--- config.mk ---
export PLATFORM = sky130hd
export DESIGN_NAME = lsr_sequencer
export DESIGN_NICKNAME = d
export VERILOG_FILES = /design/src/rtl/alu_pkg.sv /design/src/rtl/lsr_sequencer_lsr.sv /design/src/rtl/lsr_sequencer.sv
export SDC_FILE = /design/constraint.sdc
export NUM_CORES = 1
export LEC_CHECK = 0
export BUFFER_PORTS_ARGS = -buffer_cell sky130_fd_sc_hd__clkbuf_2
export CAP_MARGIN = 20
export CELL_PAD_IN_SITES_DETAIL_PLACEMENT = 1
export CELL_PAD_IN_SITES_GLOBAL_PLACEMENT = 2
export CORE_MARGIN = 2
export CORE_UTILIZATION = 35
export CTS_BUF_LIST = sky130_fd_sc_hd__clkbuf_8
export CTS_CLUSTER_DIAMETER = 120
export DETAILED_ROUTE_END_ITERATION = 10
export PLACE_DENSITY_LB_ADDON = 0.1
export SETUP_SLACK_MARGIN = 0.2
export SLEW_MARGIN = 10
export SYNTH_ARGS = -nofsm -noshare
export SYNTH_HDL_FRONTEND = slang
export SYNTH_SLANG_ARGS = --single-unit
export TNS_END_PERCENT = 30
--- constraint.sdc ---
create_clock -name clk -period 7.3 [get_ports clk]
set_clock_uncertainty 0.1 [all_clocks]
set_input_delay 0 -clock clk [delete_from_list [all_inputs] [get_ports clk]]
set_output_delay 0 -clock clk [all_outputs]
set_load 0.02 [all_outputs]
--- src/rtl/alu_pkg.sv ---
// Shared ALU definitions: flag bit positions, sequencer state encoding and default widths.
package alu_pkg;

    localparam int unsigned DEFAULT_DATA_W = 32;

    localparam logic [1:0] FLAG_N = 2'd3;
    localparam logic [1:0] FLAG_Z = 2'd2;
    localparam logic [1:0] FLAG_C = 2'd1;
    localparam logic [1:0] FLAG_V = 2'd0;

    typedef enum logic [1:0] {
        IDLE  = 2'd0,
        SHIFT = 2'd1,
        DONE  = 2'd2
    } state_e;

endpackage

--- src/rtl/lsr_sequencer_lsr.sv ---
// Step-limited logical shift-right unit: shifts by at most 2^STEP_W-1 positions in one pass.
module lsr_sequencer_lsr #(
    parameter int unsigned STEP_W = 4,
    parameter int unsigned DATA_W = 32
) (
    input  logic [DATA_W-1:0] i_data,
    input  logic [STEP_W-1:0] i_amt,
    input  logic              i_s,
    output logic [DATA_W-1:0] o_result,
    output logic              o_c
);

    localparam int unsigned IDX_W = $clog2(DATA_W);

    logic [IDX_W-1:0] w_idx;

    always_comb begin
        o_result = i_data >> i_amt;
        w_idx    = IDX_W'(i_amt) - IDX_W'(1);
        // Carry is the last bit shifted out; only produced when flag setting is requested.
        o_c      = (i_s && (i_amt != '0)) ? i_data[w_idx] : 1'b0;
    end

endmodule

--- src/rtl/lsr_sequencer.sv ---
// Multi-cycle logical shift-right controller: iterates the step-limited shifter and owns the
// architectural [N,Z,C,V] flag register.
module lsr_sequencer
    import alu_pkg::*;
#(
    parameter int unsigned DATA_W = DEFAULT_DATA_W,
    parameter int unsigned AMT_W  = 6,
    parameter int unsigned STEP_W = 4
) (
    input  logic              clk,
    input  logic              rst_n,
    input  logic              In_valid,
    output logic              In_ready,
    input  logic [DATA_W-1:0] In1,
    input  logic [AMT_W-1:0]  Amt,
    input  logic              S,
    output logic              Out_valid,
    input  logic              Out_ready,
    output logic [DATA_W-1:0] Result,
    output logic [3:0]        New_Flag,
    output logic              Busy
);

    localparam int unsigned STEP_MAX = (2 ** STEP_W) - 1;
    localparam int unsigned IDX_W    = $clog2(DATA_W);

    state_e            r_state;
    logic [DATA_W-1:0] r_acc;
    logic [AMT_W-1:0]  r_rem;
    logic              r_s;
    logic              r_c_tmp;
    logic [3:0]        r_flags;

    logic [STEP_W-1:0] w_step;
    logic [AMT_W-1:0]  w_rem_next;
    logic [IDX_W-1:0]  w_idx;
    logic              w_c_next;
    logic [DATA_W-1:0] w_shift;
    logic              w_unused_lsr_c;

    always_comb begin
        w_step     = (r_rem > AMT_W'(STEP_MAX)) ? STEP_W'(STEP_MAX) : r_rem[STEP_W-1:0];
        w_rem_next = r_rem - AMT_W'(w_step);
        w_idx      = IDX_W'(w_step) - IDX_W'(1);
        w_c_next   = r_acc[w_idx];
    end

    // Flag generation stays in the controller, so the shifter's own S input is tied low.
    lsr_sequencer_lsr #(
        .STEP_W (STEP_W),
        .DATA_W (DATA_W)
    ) u_lsr (
        .i_data   (r_acc),
        .i_amt    (w_step),
        .i_s      (1'b0),
        .o_result (w_shift),
        .o_c      (w_unused_lsr_c)
    );

    always_ff @(posedge clk or negedge rst_n) begin
        if (!rst_n) begin
            r_state <= IDLE;
            r_acc   <= '0;
            r_rem   <= '0;
            r_s     <= 1'b0;
            r_c_tmp <= 1'b0;
            r_flags <= 4'b0000;
        end else begin
            unique case (r_state)
                IDLE: begin
                    if (In_valid) begin
                        r_acc   <= In1;
                        r_rem   <= Amt;
                        r_s     <= S;
                        r_c_tmp <= r_flags[FLAG_C];
                        if (Amt == '0) begin
                            r_state <= DONE;
                            // Zero-length shift: C is kept, N and Z follow the operand.
                            if (S) begin
                                r_flags[FLAG_N] <= In1[DATA_W-1];
                                r_flags[FLAG_Z] <= (In1 == '0);
                            end
                        end else begin
                            r_state <= SHIFT;
                        end
                    end
                end
                SHIFT: begin
                    r_acc   <= w_shift;
                    r_c_tmp <= w_c_next;
                    r_rem   <= w_rem_next;
                    if (w_rem_next == '0) begin
                        r_state <= DONE;
                        if (r_s) begin
                            r_flags[FLAG_N] <= w_shift[DATA_W-1];
                            r_flags[FLAG_Z] <= (w_shift == '0);
                            r_flags[FLAG_C] <= w_c_next;
                        end
                    end
                end
                DONE: begin
                    if (Out_ready) begin
                        r_state <= IDLE;
                    end
                end
                default: begin
                    r_state <= IDLE;
                end
            endcase
        end
    end

    assign In_ready  = (r_state == IDLE);
    assign Out_valid = (r_state == DONE);
    assign Busy      = (r_state != IDLE);
    assign Result    = r_acc;
    assign New_Flag  = r_flags;

endmodule

# Word-level counts from Yosys, hierarchy flattened
# Index checks and enable logic that the tools add are counted.
# Widths: inputs -> output; s select.
# op_classes
add_sub_neg,2
n_lt_le_gt_ge,2
n_eq_ne,8
n_shift,1
mux,18
n_reduce_logical,12
# op_table
operator,count
$logic_not 32->1,2
$pmux 32 s2,1
$mux 32,1
$shr 32x4->32,1
$mux 2,7
$logic_not 6->1,2
$pmux 6 s2,1
$ne 2x2->1 const B,4
$gt 6x4->1 const B,1
$lt 5x6->1 const B,1
$mux 3,2
$mux 6,1
$pmux 2 s3,1
$reduce_and 3->1,2
$reduce_and 6->1,1
$sub 6x4->6,1
$bmux 1 s5,1
$sub 4x1->5 const B,1
$mux 4,1
$ne 2x1->1 const B,2
$pmux 2 s2,1
$reduce_and 2->1,2
$reduce_bool 2->1,2
$eq 2x1->1 const B,1
3 further kinds,3
# totals
reg_bits,44
input_bits,43
output_inout_bits,39
wordCells,49

# Longest topological paths before layout
# Gate-level depths: netlist of the first run.
# depth
word_depth,8
ltp_mapped,14
depth_no_buf,10

# Cells and area by module
# From an unflattened synthesis of the first run, not the netlist that was laid out.
# hier_totals
hier_cells,536
hier_area_um2,4349.2
# by_module_without_submodules
module,instances,cells_per_inst,area_per_inst_um2,seq_area_each_um2
lsr_sequencer,1,324,2675.1,1101.1
lsr_sequencer_lsr,1,212,1674.1,0.0

# Worst setup path after synthesis of the first run
# No wires, ideal clock.
# synth_path
path_kind,flip-flop to flip-flop
startpoint,reg r_rem[5]
endpoint,reg r_flags[2] (netlist: New_Flag[2])
setup_time_ns,0.092
arrival_time_ns,2.563
required_ns,7.108
setup_slack_ns,4.545
stages_incl_launch_ff,15
n_path_buf,4
period_less_slack_ns,2.755
path_cell_list,dfrtp_1 buf_6 or2_1 buf_6 clkbuf_1 clkbuf_1 nand2_1 ha_1 nand2b_1 a21oi_1 a31oi_1 or2_2 nor4_1 a21oi_1 o31ai_2
# synth_between
elab_chain_len,7
elab_cells_between_ends,11
cone_classes,add/sub: 1; order compare: 1; eq/ne: 1; shift: 1; mux: 4; reduce/logical: 3
# synth_rtl
element,line,text
start: declaration,lsr_sequencer.sv:29,logic [AMT_W-1:0] r_rem;
start signal: assignment,lsr_sequencer.sv:73,r_rem <= Amt;
start signal: assignment,lsr_sequencer.sv:91,r_rem <= w_rem_next;
$gt 6x4->1,lsr_sequencer.sv:42,w_step = (r_rem > AMT_W'(STEP_MAX)) ? STEP_W'(STEP_MAX) : r_rem[STEP_W-1:0];
$mux 4,lsr_sequencer.sv:42,
$shr 32x4->32,lsr_sequencer_lsr.sv:18,o_result = i_data >> i_amt;
$logic_not 32->1,lsr_sequencer.sv:96,r_flags[FLAG_Z] <= (w_shift == '0);
$mux 3,lsr_sequencer.sv:94,if (r_s) begin
$mux 3,lsr_sequencer.sv:92,if (w_rem_next == '0) begin
$pmux 2 s2,lsr_sequencer.sv:69,unique case (r_state)
end signal: indexed assignment,lsr_sequencer.sv:95,r_flags[FLAG_N] <= w_shift[DATA_W-1];
end signal: indexed assignment,lsr_sequencer.sv:96,
end signal: indexed assignment,lsr_sequencer.sv:97,r_flags[FLAG_C] <= w_c_next;
end: declaration,lsr_sequencer.sv:32,logic [3:0] r_flags;
# Several ways; a longest one is shown, not always the timed one. The select of a mux whose other input is x is not followed.
# A chain may end at the register's enable or synchronous reset.

# Worst setup path in the final report of the first run
# Same ends and word-level chain as after synthesis.

==> results of run 1 <==
-- final cells by class --
| type | count | area, µm² | share of cell area, % |
|---|---|---|---|
| clock buffers | 5 | 68.82 | 1.277 |
| inverters | 6 | 22.52 | 0.4180 |
| clock inverters | 2 | 60.06 | 1.115 |
| repair buffers | 134 | 910.9 | 16.91 |
| multi-input cells | 488 | 3013 | 55.92 |
| flip-flops and latches | 44 | 1102 | 20.46 |
| well taps | 168 | 210.2 | 3.902 |
-- flip-flops by register name, indices dropped and copies added (netlist names) --
| name | count |
|---|---|
| New_Flag | 3 |
| Result | 32 |
| r_rem | 6 |
| r_s | 1 |
| r_state | 2 |
-- path summary, 6_finish.rpt --
check                              endpoint  slack [ns]  cells after the start
max in group asynchronous          r_rem[0]        6.44                      3
worst max-delay path            New_Flag[2]        3.51                     11
worst min-delay path             Result[23]        0.21                      3
worst max register to register  New_Flag[2]        3.51                     11
worst min register to register  New_Flag[3]        0.40                      2
min in group clk                        r_s        0.33                      4
-- routing by layer --
metal  vias to the layer above  GRT usage, %
met5                         -             0
met4                         0         8.016
met3                        24         4.567
met2                       244         46.12
met1                      2658         46.70
li1                       2404             -
-- metrics by stage --
| stage | hold WS (ns) | std cells | setup WS [ns] |
|---|---|---|---|
| after global routing | 0.2723 | 847 | 3.297 |
| after global placement | 0.02329 | 798 | 3.748 |
| after detailed placement | 0.02737 | 798 | 3.627 |
| after floorplan | -0.3956 | 596 | 4.545 |
| final | 0.2056 | 847 | 3.506 |
| after CTS | 0.2208 | 847 | 3.609 |
-- cell families (layout without fill, tap and decap cells) --
logic type / count (synthesis) / in the layout / synth area share, %
other: 1 / 1 / 0.08524
flip-flops: 44 / 44 / 25.03
adder cells (fa/ha/maj): 1 / 1 / 0.2844
AO/OA/AOI/OAI: 212 / 212 / 31.31
AND/OR/NAND/NOR: 242 / 242 / 27.36
multiplexers: 32 / 32 / 9.215
buffers and inverters: 64 / 147 / 6.712
-- worst max-delay path: stages (launching register included) --
cell      delay (ns)
dfrtp_1         0.79
or2_1           0.40
buf_4           0.24
nand2_1         0.12
ha_1            0.28
nand2b_1        0.09
a21oi_1         0.43
and3_1          0.46
nand4_1         0.14
nor4_1          0.30
nand4_1         0.17
o31ai_2         0.18
-- placed cells by master (no fill, tap or decap), types with 7 or more instances in the layout --
cell / n
o21ai_0: 65
nand2_1: 66
mux2_2: 8
a22oi_1: 17
nor2b_1: 28
mux2i_1: 18
dfrtp_1: 43
and3_1: 7
o211ai_1: 9
a31oi_1: 9
nor3_1: 10
nand2b_1: 10
nor2_1: 54
a21oi_1: 40
dlygate4sd3_1: 42
buf_4: 12
nand3_1: 12
o22ai_1: 9
clkbuf_2: 80
nor4_1: 25
-- what timing repair did --
action                                  CTS  global route
endpoints found under the setup margin    0             0
hold buffers                             42             0
endpoints found under the hold margin    86             0
==> flow_metrics.tcl, run 1 <==
set metrics [dict create \
    syn_nets 640 \
    highest_layer "met4" \
    cts_resized 0 \
    cts_max_level 2 \
    cts_buffers 5 \
    synth_area_um2 4399 \
    num_io_pins 82 \
    placement.io_buffers 80 \
    critPathMaxFanout 28 \
    wl_met2_um 9032 \
    worstSetupPathType "register to register" \
    slew_viol_final 0 \
    clock_latency_ns 0.32 \
    diodes 0 \
    ys_warn_count 1 \
    reg2reg_from "r_rem[5]" \
    synth_edf_count 0 \
    synthCells 596 \
    fp.coreArea_um2 12160 \
    ys_seq_area_share_pct 25.03 \
    ys_ff_latch 44 \
    worst_slew_pin_slew_ns 1.090 \
    cts_buffer_depth 2 \
    fin_area_um2 5388 \
    wl_met1_um 9436 \
    post-route-period-util_pct 51.97 \
    dpl.hpwl_um 14340 \
    cts_setup_buffers 0 \
    setup_tns_ns 0 \
    post_drt_wl_per_cell_um 24.07 \
    fin_crit_ns 3.794 \
    antenna_found_initial 0 \
    drt_iter0_markers 497 \
    async_flop_share_pct 100.0 \
    status "completed" \
    finalSetupViolations 0 \
    finalHoldViolCount 0 \
    slew_headroom_pct 27.33 \
    syn_to_final_growth_pct 22.47 \
    dieArea_um2 13480 \
    dieHeight_um 116.1 \
    clock_sinks 44 \
    via_count 5330 \
    cts_tree "done" \
    routed-wl-met3_um 1579 \
    critPathLaunch "r_rem[5]" \
    yosysTopAreaCell "dfrtp_1" \
    finalCoreUtilization_pct 44.30 \
    drt-pass1-iter-count 5 \
    synth_top_cell_area_share_pct 25.03 \
    synth.avg_cell_area_um2 7.381 \
    worstHoldPathType "input pin to asynchronous set/reset pin" \
    drc 0 \
    place_area_um2 4838 \
    synth.most_common_cell "nand2_1" \
    worstPathArrival_ns 3.93 \
    routed_wl_um 20380 \
    grt_pass1_vias 5207 \
    cts-root-buf "clkbuf_8" \
    cp-start-kind "register" \
    synth_commonest_cells "66 x nand2_1, 65 x o21ai_0, 56 x nor2_1" \
    grt_first_pass_wirelength_um 31400 \
    start_util_pct 36.17 \
    endpoint_kind "register" \
    gp_congestion 0.9320 \
    max_freq_ghz 0.2636 \
    grt.overflow.total 0 \
    fillers 1550 \
    clk_pin_slew_ns 0.09 \
    cap_violations 0 \
    grtUsageTotal_pct 30.90 \
    synth.distinct_cells 60 \
    synth_top_flop_cell "dfrtp_1" \
    grt_max_degree 62 \
    via_per_inst 6.293 \
    row_count 40 \
    fp.dieW_um 116.1 \
    synth_area_leaders "dfrtp_1 25%, o21ai_0 7.4%, nand2_1 5.6%" \
    layout.nets 723 \
    ant_nets 0 \
    drive_gt1_share_pct 18.56 \
    cp.required_ns 7.43 \
    rsz0062_at_grt "no" \
]
Power of run 1 is not shown: default switching activity piles up to over one toggle a cycle in this logic, so the estimate is an artifact.
==> inputs of run 2 (changes only) <==
Settings changed: CORE_UTILIZATION 35 to 33.
Clock period 7.3 ns to 3.5 ns, I/O delays scaled along.
==> run 2 against run 1 <==
Effect of this change:
- cell count rose by 3.1%
- first-iteration DRC count is 12% higher
- sequential share of layout area fell by 0.65 points
- global-route usage decreased by 0.59 points
- sequential cell count stayed put
- core utilization decreased by 1.9 points
- register-to-register slack lost 3.1 ns
- hold slack lost 0.0088 ns
- critical path type unchanged
- maximum frequency increased by 23%
- largest cell class unchanged
- routed wire length rose by 5.6%
==> flow_metrics.tcl, run 2 (same netlist as run 1, synthesis figures left out) <==
set metrics [dict create \
    gp_congestion 0.9382 \
    row_count 42 \
    dp_slack_ns 0.5123 \
    crit_path_cell_trace "buf_4 -> or2_1 -> buf_4 -> nor2_1 -> buf_4 -> nand2_1 -> o21ai_0 -> a221oi_1 -> and3_1 -> nand4_1 -> o31ai_2" \
    dpl.hpwl_um 15600 \
    fin_crit_ns 3.097 \
    finalSetupViolations 0 \
    cts_max_level 2 \
    drt_iter0_markers 555 \
    crit_slowest_cell "a221oi_1" \
    max_freq_ghz 0.3229 \
    diodes 0 \
    cts_buffer_depth 2 \
    critPathMaxStageDelay_ns 0.53 \
    multi_input_comb_area_um2 3010 \
    clock_sinks 44 \
    fp.coreArea_um2 13140 \
    placement.io_buffers 80 \
    grt_pass1_vias 5423 \
    syn_to_final_growth_pct 26.51 \
    via_count 5411 \
    fp.dieW_um 119.5 \
    cp_top_family "compound AO/OA/AOI/OAI gates" \
    routed_wl_um 21530 \
    dieHeight_um 119.5 \
    cp-start-kind "register" \
    fin_ws_ns 0.4031 \
    post-route-period-util_pct 88.48 \
    drt-pass1-iter-count 5 \
    worst_slew_pin_slew_ns 0.9360 \
    finalHoldViolCount 0 \
    cts_setup_buffers 0 \
    dieArea_um2 14270 \
    antenna_found_initial 2 \
    grt.overflow.total 0 \
    start_util_pct 33.49 \
    cap_violations 0 \
    critPathMaxFanout 21 \
    clk_pin_slew_ns 0.10 \
    grt_max_degree 64 \
    grtUsageTotal_pct 30.31 \
    slew_viol_final 0 \
    final_cell_mix "80 x clkbuf_2, 66 x nand2_1, 65 x o21ai_0" \
    ant_nets 0 \
    endpoint_kind "register" \
    cts-root-buf "clkbuf_8" \
    cp.required_ns 3.64 \
    status "completed" \
    slew_headroom_pct 37.03 \
    num_io_pins 82 \
    ctsHoldBuffers 42 \
    rsz0062_at_grt "no" \
    cp_common_cell "buf_4" \
    cts_resized 0 \
    fillers 1653 \
    post_drt_wl_per_cell_um 24.66 \
    drive_gt1_share_pct 20.52 \
    layout.nets 740 \
    clock_latency_ns 0.33 \
    cts_tree "done" \
    final-seq-area_um2 1102 \
    worstPathArrival_ns 3.24 \
    setup_tns_ns 0 \
    grt_first_pass_wirelength_um 32860 \
    largest_reg_flops 32 \
    via_per_inst 6.198 \
    layout_commonest_cell "clkbuf_2" \
    cts_buffers 5 \
    crit_buf_inv 3 \
    worstHoldPathType "input pin to asynchronous set/reset pin" \
    drc 0 \
    worstSetupPathType "register to register" \
]
[run 2: layout make-up]
class                           instances  share of cell area [%]
Clock buffer                            5                   1.237
Inverter                                6                  0.4047
Timing Repair Buffer                  151                   18.88
Tap cell                              176                   3.957
Clock inverter                          3                   1.619
Sequential cell                        44                   19.81
Multi-Input combinational cell        488                   54.09
[run 2: metrics by stage]
stage	util [%]	area (µm²)	hold slack, ns	std cells
after floorplan	-	4399	-0.3956	596
after global placement	37.95	4986	0.02549	823
after detailed placement	37.95	4986	0.03872	823
after CTS	42.36	5565	0.2126	873
after global routing	42.36	5565	0.2632	873
final	42.36	5565	0.1968	873
[run 2: worst paths after layout]
kind                       slack [ns]           to  cells after the start   startpoint
max reg2reg                      0.40  New_Flag[2]                     11     r_rem[4]
max                              0.40  New_Flag[2]                     11     r_rem[4]
min reg2reg                      0.41  New_Flag[3]                      2  New_Flag[3]
min in group clk                 0.33          r_s                      4            S
max in group asynchronous        2.63     r_rem[0]                      3        rst_n
min                              0.20   Result[23]                      3        rst_n
[run 2: worst min-delay path, stage by stage]
cell and delay [ns]:
dlygate4sd3_1 0.52, clkbuf_2 0.09, buf_4 0.49
[run 2: layer usage]
layer	GRT usage [%]	share of wire, %	vias to the layer above
met5	0	0.060	-
met3	5.125	6.6	35
met4	9.412	2.7	2
met1	42.64	45	2688
met2	47.39	45	235
li1	-	-	2451
Power of run 2 is left out for the same reason.
